==> src/rtl/dpram32_port_master.sv <==
// dpram32_port_master: byte-addressed CPU bus to 32-bit byte-enabled BSRAM port initiator.
// Optional feature macro: DPRAM32_SPLIT_EN (enables split long accesses across a word boundary).
// A rejected request acks in its ERR cycle and returns straight to IDLE so the host may re-issue
// on the edge ending the cycle after ack.
module dpram32_port_master (
    input  logic        clk,
    input  logic        resetn,
    input  logic        req,
    input  logic        we,
    input  logic [11:0] addr,
    input  logic [1:0]  size,
    input  logic [31:0] wdata,
    output logic [31:0] rdata,
    output logic        ack,
    output logic        err,
    output logic [9:0]  ram_addr,
    output logic [31:0] ram_din,
    output logic        ram_we,
    output logic [3:0]  ram_be,
    input  logic [31:0] ram_dout
);
`ifdef DPRAM32_SPLIT_EN
    typedef enum logic [2:0] {S_IDLE, S_WR, S_WR2, S_RD, S_RD2, S_RDW, S_ERR, S_ACK} state_t;
    localparam logic SPLIT_EN = 1'b1;
    logic [9:0]  r_word;
    logic [15:0] r_whi;
`else
    typedef enum logic [2:0] {S_IDLE, S_WR, S_RD, S_RDW, S_ERR, S_ACK} state_t;
    localparam logic SPLIT_EN = 1'b0;
`endif
    state_t      r_state;
    state_t      w_next;
    logic [1:0]  r_size;
    logic [1:0]  r_lane;
    logic        w_bad;
    logic        w_half;
    logic        w_split;
    logic [3:0]  w_be;
    logic [31:0] w_din;
    logic [31:0] w_sh;
    logic [31:0] w_rd;

    // Decode the live request for alignment, lanes and write data placement.
    always_comb begin
        w_bad  = (size == 2'd3) || (size != 2'd0 && addr[0]) || (!SPLIT_EN && size == 2'd2 && addr[1]);
        w_half = (size == 2'd1) || addr[1];
        w_be   = (size == 2'd0) ? (4'b0001 << addr[1:0]) : !w_half ? 4'hF : addr[1] ? 4'hC : 4'h3;
        w_din  = (size == 2'd0) ? ({24'h0, wdata[7:0]} << {addr[1:0], 3'b000}) :
                 !w_half ? wdata : addr[1] ? {wdata[15:0], 16'h0} : {16'h0, wdata[15:0]};
        w_split = SPLIT_EN && r_size == 2'd2 && r_lane[1];
        w_sh    = ram_dout >> {r_lane, 3'b000};
        w_rd    = (r_size == 2'd0) ? {24'h0, w_sh[7:0]} : (r_size == 2'd1) ? {16'h0, w_sh[15:0]} : ram_dout;
    end

    // Next-state selection.
    always_comb begin
        w_next = S_IDLE;
        case (r_state)
            S_IDLE: w_next = !req ? S_IDLE : w_bad ? S_ERR : we ? S_WR : S_RD;
`ifdef DPRAM32_SPLIT_EN
            S_WR:   w_next = w_split ? S_WR2 : S_ACK;
            S_WR2:  w_next = S_ACK;
            S_RD:   w_next = w_split ? S_RD2 : S_RDW;
            S_RD2:  w_next = S_RDW;
`else
            S_WR:   w_next = S_ACK;
            S_RD:   w_next = S_RDW;
`endif
            S_RDW:  w_next = S_ACK;
            default: w_next = S_IDLE;
        endcase
    end

    // State register.
    always_ff @(posedge clk or negedge resetn) begin
        if (!resetn) r_state <= S_IDLE;
        else         r_state <= w_next;
    end

    // Registered outputs are computed from the state being entered; request fields latch on accept.
    always_ff @(posedge clk or negedge resetn) begin
        if (!resetn) begin
            ack      <= 1'b0;
            err      <= 1'b0;
            rdata    <= 32'h0;
            ram_we   <= 1'b0;
            ram_be   <= 4'h0;
            ram_addr <= 10'h0;
            ram_din  <= 32'h0;
            r_size   <= 2'd0;
            r_lane   <= 2'd0;
`ifdef DPRAM32_SPLIT_EN
            r_word   <= 10'h0;
            r_whi    <= 16'h0;
`endif
        end else begin
            ack    <= (w_next == S_ACK) || (w_next == S_ERR);
            err    <= (w_next == S_ERR);
            ram_we <= (w_next == S_WR);
            ram_be <= (w_next == S_WR) ? w_be : 4'h0;
            if (w_next == S_WR || w_next == S_RD) ram_addr <= addr[11:2];
            if (w_next == S_WR) ram_din <= w_din;
            if (r_state == S_IDLE && req) begin
                r_size <= size;
                r_lane <= addr[1:0];
`ifdef DPRAM32_SPLIT_EN
                r_word <= addr[11:2];
                r_whi  <= wdata[31:16];
`endif
            end
`ifdef DPRAM32_SPLIT_EN
            if (w_next == S_WR2) begin
                ram_we  <= 1'b1;
                ram_be  <= 4'h3;
                ram_din <= {16'h0, r_whi};
            end
            if (w_next == S_WR2 || w_next == S_RD2) ram_addr <= r_word + 10'd1;
            if (r_state == S_RD2) rdata <= {16'h0, ram_dout[31:16]};
`endif
            if (r_state == S_RDW) rdata <= w_split ? {ram_dout[15:0], rdata[15:0]} : w_rd;
        end
    end
endmodule

==> config.mk <==
export PLATFORM = sky130hd
export DESIGN_NAME = dpram32_port_master
export DESIGN_NICKNAME = d
export VERILOG_FILES = /design/src/rtl/dpram32_port_master.sv
export SDC_FILE = /design/constraint.sdc
export NUM_CORES = 1
export LEC_CHECK = 0
export BUFFER_PORTS_ARGS = -buffer_cell sky130_fd_sc_hd__buf_2
export CAP_MARGIN = 20
export CORE_AREA = 2 2 94 96
export CTS_BUF_LIST = sky130_fd_sc_hd__clkbuf_8
export CTS_CLUSTER_DIAMETER = 100
export DETAILED_ROUTE_END_ITERATION = 10
export DIE_AREA = 0 0 96 98
export GPL_TIMING_DRIVEN = 1
export HOLD_SLACK_MARGIN = 0.05
export PLACE_DENSITY_LB_ADDON = 0.25
export SLEW_MARGIN = 15
export SYNTH_ARGS = -nofsm -noshare
export SYNTH_HDL_FRONTEND = slang
export SYNTH_SLANG_ARGS = --single-unit
==> constraint.sdc <==
create_clock -name clk -period 2 [get_ports clk]
set_input_delay 0.2 -clock clk [delete_from_list [all_inputs] [get_ports clk]]
set_output_delay 0.2 -clock clk [all_outputs]
set_load 0.01 [all_outputs]
* Word-level counts from Yosys, hierarchy flattened
Cells that the tools add are included.
Operators by class: eq/ne operators 11, shift-type cells 3, multiplexer cells 13, reduce and logical (&&, ||, !) cells 13
Operators with widths (count):
- two-way mux 32 bit | 5
- left shift 8 x 5 -> 32 bit | 1
- >> shifter 32 x 5 -> 16 bit | 1
- two-way mux 4 bit | 4
- == test 3 x 2 -> 1 bit (second input constant) | 3
- case mux 3 bit (3 select lines) | 1
- == test 3 x 1 -> 1 bit (second input constant) | 2
- == test 3 bit (second input constant) | 2
- two-way mux 3 bit | 2
- logical OR 1 bit | 5
- == test 2 x 1 -> 1 bit (second input constant) | 2
- == test 2 bit (second input constant) | 2
- zero test 2 bit | 2
- left shift 1 x 2 -> 4 bit (first input constant) | 1
- logical AND 1 bit | 3
- zero test 3 bit | 1
- two-way mux 2 bit | 1
- nonzero test 2 bit | 1
- OR reduction 2 bit | 1
Storage, ports and cells: bits in registers 88, bits of input ports 82, word-level logic and storage cells 50

* Depth between registers and ports, before layout
depth after elaboration 9, gate-level depth with buffers 7

* Least setup slack after synthesis
Ideal clock, no wire load.
path kind register to register, start point register r_state[2], end point register ram_din[10], library setup time 134 ps, data arrival time 1377 ps, data required time 1866 ps, slack 489 ps, cell stages (with the launch flop) 7, path buffers 2, cells stage by stage dfrtp_1 -> nor3_4 -> o2111ai_1 -> buf_2 -> buf_2 -> nand2_1 -> o31ai_1
Between the ends: longest elaborated chain between the ends 4, elaborated cells on any way between the ends 7, those cells by class eq/ne (4); mux (1); reduce/logical (2)
RTL lines:
- from (decl) | line 31 | state_t r_state;
- from (signal assigned) | line 77 | else r_state <= w_next;
- == test 3 x 2 -> 1 bit / == test 3 x 1 -> 1 bit (equally long branches) | line 58 | case (r_state)
- OR reduction 2 bit (no source line)
- case mux 3 bit (3 select lines) * | line 58
- == test 3 x 1 -> 1 bit * | line 102 | if (w_next == S_WR) ram_din <= w_din;
- to (signal assigned) | line 102
- to (decl) | line 17 | output logic [31:0] ram_din,
Every way passes the cells marked *; elsewhere a longest branch is shown, timed or not. A chain may end at the register's enable or synchronous reset.

* Final worst setup path
start point register r_state[2], end point register ram_din[3]
Same word-level chain as after synthesis.

==> results.md <==
* DR vias/cell at 5.51
* Setup_tns at 0 ps
* WP data required at 2290 ps
* Met3 WL at 832 um
* CTS tree: done
* Setup-failing EPs final at 0
* Cell count after synthesis at 411
* Post-route ant nets at 0
* Worst Hold Depth at 2
* CP max stage delay at 510 ps
* Post-synth top area share at 53.4%
* Synth top cells by count: dfrtp_1 (88), nand2_1 (66), nor2_1 (30)
* Placed insts at 656
* CP Launch Type: register
* Clk sinks at 88
* Post-Layout Cell Count at 680
* Post-Synthesis Cell Area at 4120 um^2
* I/O pin cnt at 163
* Crit path buf inv count at 0
* Worst rel slew slack at 58.7%
* GRT Resource Usage Total at 23.7%
* Post-synthesis mux area share at 7.47%
* Final Cell Area at 5320 um^2
* Post-layout net count at 649
* Post-CTS sizing at 0
* CP max stage cell: a2111oi_4
* Synth area leaders: dfrtp_1 (53%), nand2_1 (6.0%), mux2i_1 (3.6%), a21oi_1 (3.0%), mux2_1 (2.7%)
* Max clock buf depth at 2
* Global-route wire length before repair at 17300 um
* Worst-Skew Late Latency at 360 ps
* Hold Path Class: in2reg
* Seq/Total Area, Yosys at 53.4%
* Layout cells sized above 1 at 35.0%
* Setup bufs post-CTS at 0
* Max cap viols at 0
* Worst Tran Pin Value at 615 ps
* Highest metal used: met4
* Outcome: finished, final reports clean
* Hold Vio Cnt, Final at 0
* Vias in the first global route at 3450
* Synth Area in Adders at 0%
* Antenna violations before repair at 0
* Drt first-iter violations at 198
* Delay-heaviest family, CP: compound AO/OA/AOI/OAI gates
* Crit path cell chain: nor3_4 > nand3_2 > a2111oi_4 > a22o_1
* Die area at 9410 um^2
* Total Wirelength at 11000 um
* Unique masters post-synth at 41
* Pins Over Slew Limit at 0
* Starting Density at 48.7%
* Fin crit period at 1820 ps
* Metal-1 WL at 4870 um
* Crit-path max FO at 9
* Clk_skew at 10.5 ps
* Worst setup EP type: register
* Grt ovf at 0
* RSZ-0062 raised after global routing: false
* Clk slew on worst S/H paths at 80 ps
* CTS buffer count at 9
* Critical path depth at 4
* Avg Cell Area, Syn at 10.0 um^2
* Compound-cell area share of the yosys netlist at 19.8%
* Maximum VDD drop at 0.000688 V
* Power Dens Cells at 1370 nW/um^2
* Crit path DAT at 2120 ps
* Synth warnings at 0
* Std cell rows at 34
* Main flop type after synthesis: dfrtp_1
* FF+latch count, synth at 88
* Post-route DRC at 0
* Area overhead of the layout relative to synthesis at 29.1%
* Crit Path Class: reg2reg
* Routed WL per cell at 16.2 um
* CTS root buffer: clkbuf_8
* DP Wirelength at 7980 um
* R2R cell count at 4
* Largest family of logic cells by synthesized area: compound AO/OA/AOI/OAI gates
* Post-Synth XOR/XNOR Area at 0.213%
* Core area at 8470 um^2
* F_max at 548 MHz
* Syn nets at 493
* Leakage at 2.70 nW
* Placement Cell Area at 5030 um^2
* Drt pass-1 iters at 4
* Antenna diodes at 0
* Buffers on Ports at 162
* Largest net degree at the start of global routing at 58
* Area leader, netlist: dfrtp_1
* Htree depth at 3
* Period utilization at 91.2%
* Most frequent cell after synthesis: dfrtp_1
* Detailed-route via count at 3744
* Routed length on met2 at 5130 um
* Chip width at 96 um
* Post-Synth Simple-Gate Area at 15.2%
* Post-synth EDFFs at 0
* Die Span Y at 98 um
* GPL Wtd Cong at 0.889
* Async set or reset register ratio after synthesis at 100%
==> flip-flops by register name, indices dropped and copies added, names as in the netlist <==
| name | flops |
|---|---|
| ack | 1 |
| err | 1 |
| r_lane | 2 |
| r_size | 2 |
| r_state | 3 |
| ram_addr | 10 |
| ram_be | 4 |
| ram_din | 32 |
| ram_we | 1 |
| rdata | 32 |
==> worst paths after layout <==
check,start,endpoint,slack [ps]
max,r_state[2],ram_din[3],180
min reg2reg,rdata[17],rdata[17],470
min,addr[10],ram_addr[8],60
min in group asynchronous,resetn,rdata[1],210
max in group asynchronous,resetn,ram_be[3],1150
max reg2reg,r_state[2],ram_din[3],180
==> stage by stage <==
step           hold slack (ps)  util (%)  setup slack, ps  power, mW
2_1_floorplan            -95.6         -              489       4.76
3_3_place_gp              50.3      59.4              316       5.92
3_5_place_dp              54.3      59.4              206       6.02
4_1_cts                   50.8      62.8              187       7.36
5_1_grt                   62.9      62.8             81.2       7.81
6_report                  57.6      62.8              176       7.30
==> where the power goes <==
part	switching (mW)	leakage, nW	total [mW]	internal (mW)
clock network	0.629	0.112	1.32	0.695
registers	0.528	1.11	3.12	2.60
logic	1.60	1.48	2.85	1.26
total	2.75	2.70	7.30	4.55
==> cell families after synthesis <==
family,count (synthesis)
simple gates,137
mux,29
buf+inv,39
flops,88
compound gates,117
xor+xnor,1
==> cell type report <==
| class | instances | area, um^2 |
|---|---|---|
| fillers | 752 | 3150 |
| flip-flops and latches | 88 | 2200 |
| multi-input cells | 284 | 1770 |
| repair buffers | 180 | 981 |
| well taps | 108 | 135 |
| clock buffers | 9 | 124 |
| clock inverters | 7 | 88.8 |
| inverters | 4 | 15.0 |
==> what timing repair did <==
item,4_1_cts,5_1_grt
endpoints found under the setup margin,0,0
hold endpoints to repair,95,0
hold buffers,8,0
==> per-layer routing <==
| layer | track usage [%] | up-vias |
|---|---|---|
| met5 | 0 | - |
| met4 | 9.45 | 0 |
| met3 | 3.86 | 15 |
| met2 | 34.6 | 169 |
| met1 | 35.3 | 1767 |
| li1 | - | 1793 |
==> layout by cell type, fill, tap and decap left out, types with 9 or more instances in the layout <==
master	netlist	layout
buf_2	12	161
dfrtp_1	88	88
nand2_1	66	66
nor2_1	30	30
a21oi_1	25	25
o21ai_1	17	17
nand3_1	16	16
mux2i_1	15	15
o21ai_0	11	11
o22ai_1	10	10
mux2_1	10	10
buf_4	0	10
clkbuf_8	0	9
Power figures use the tool's default switching activity.
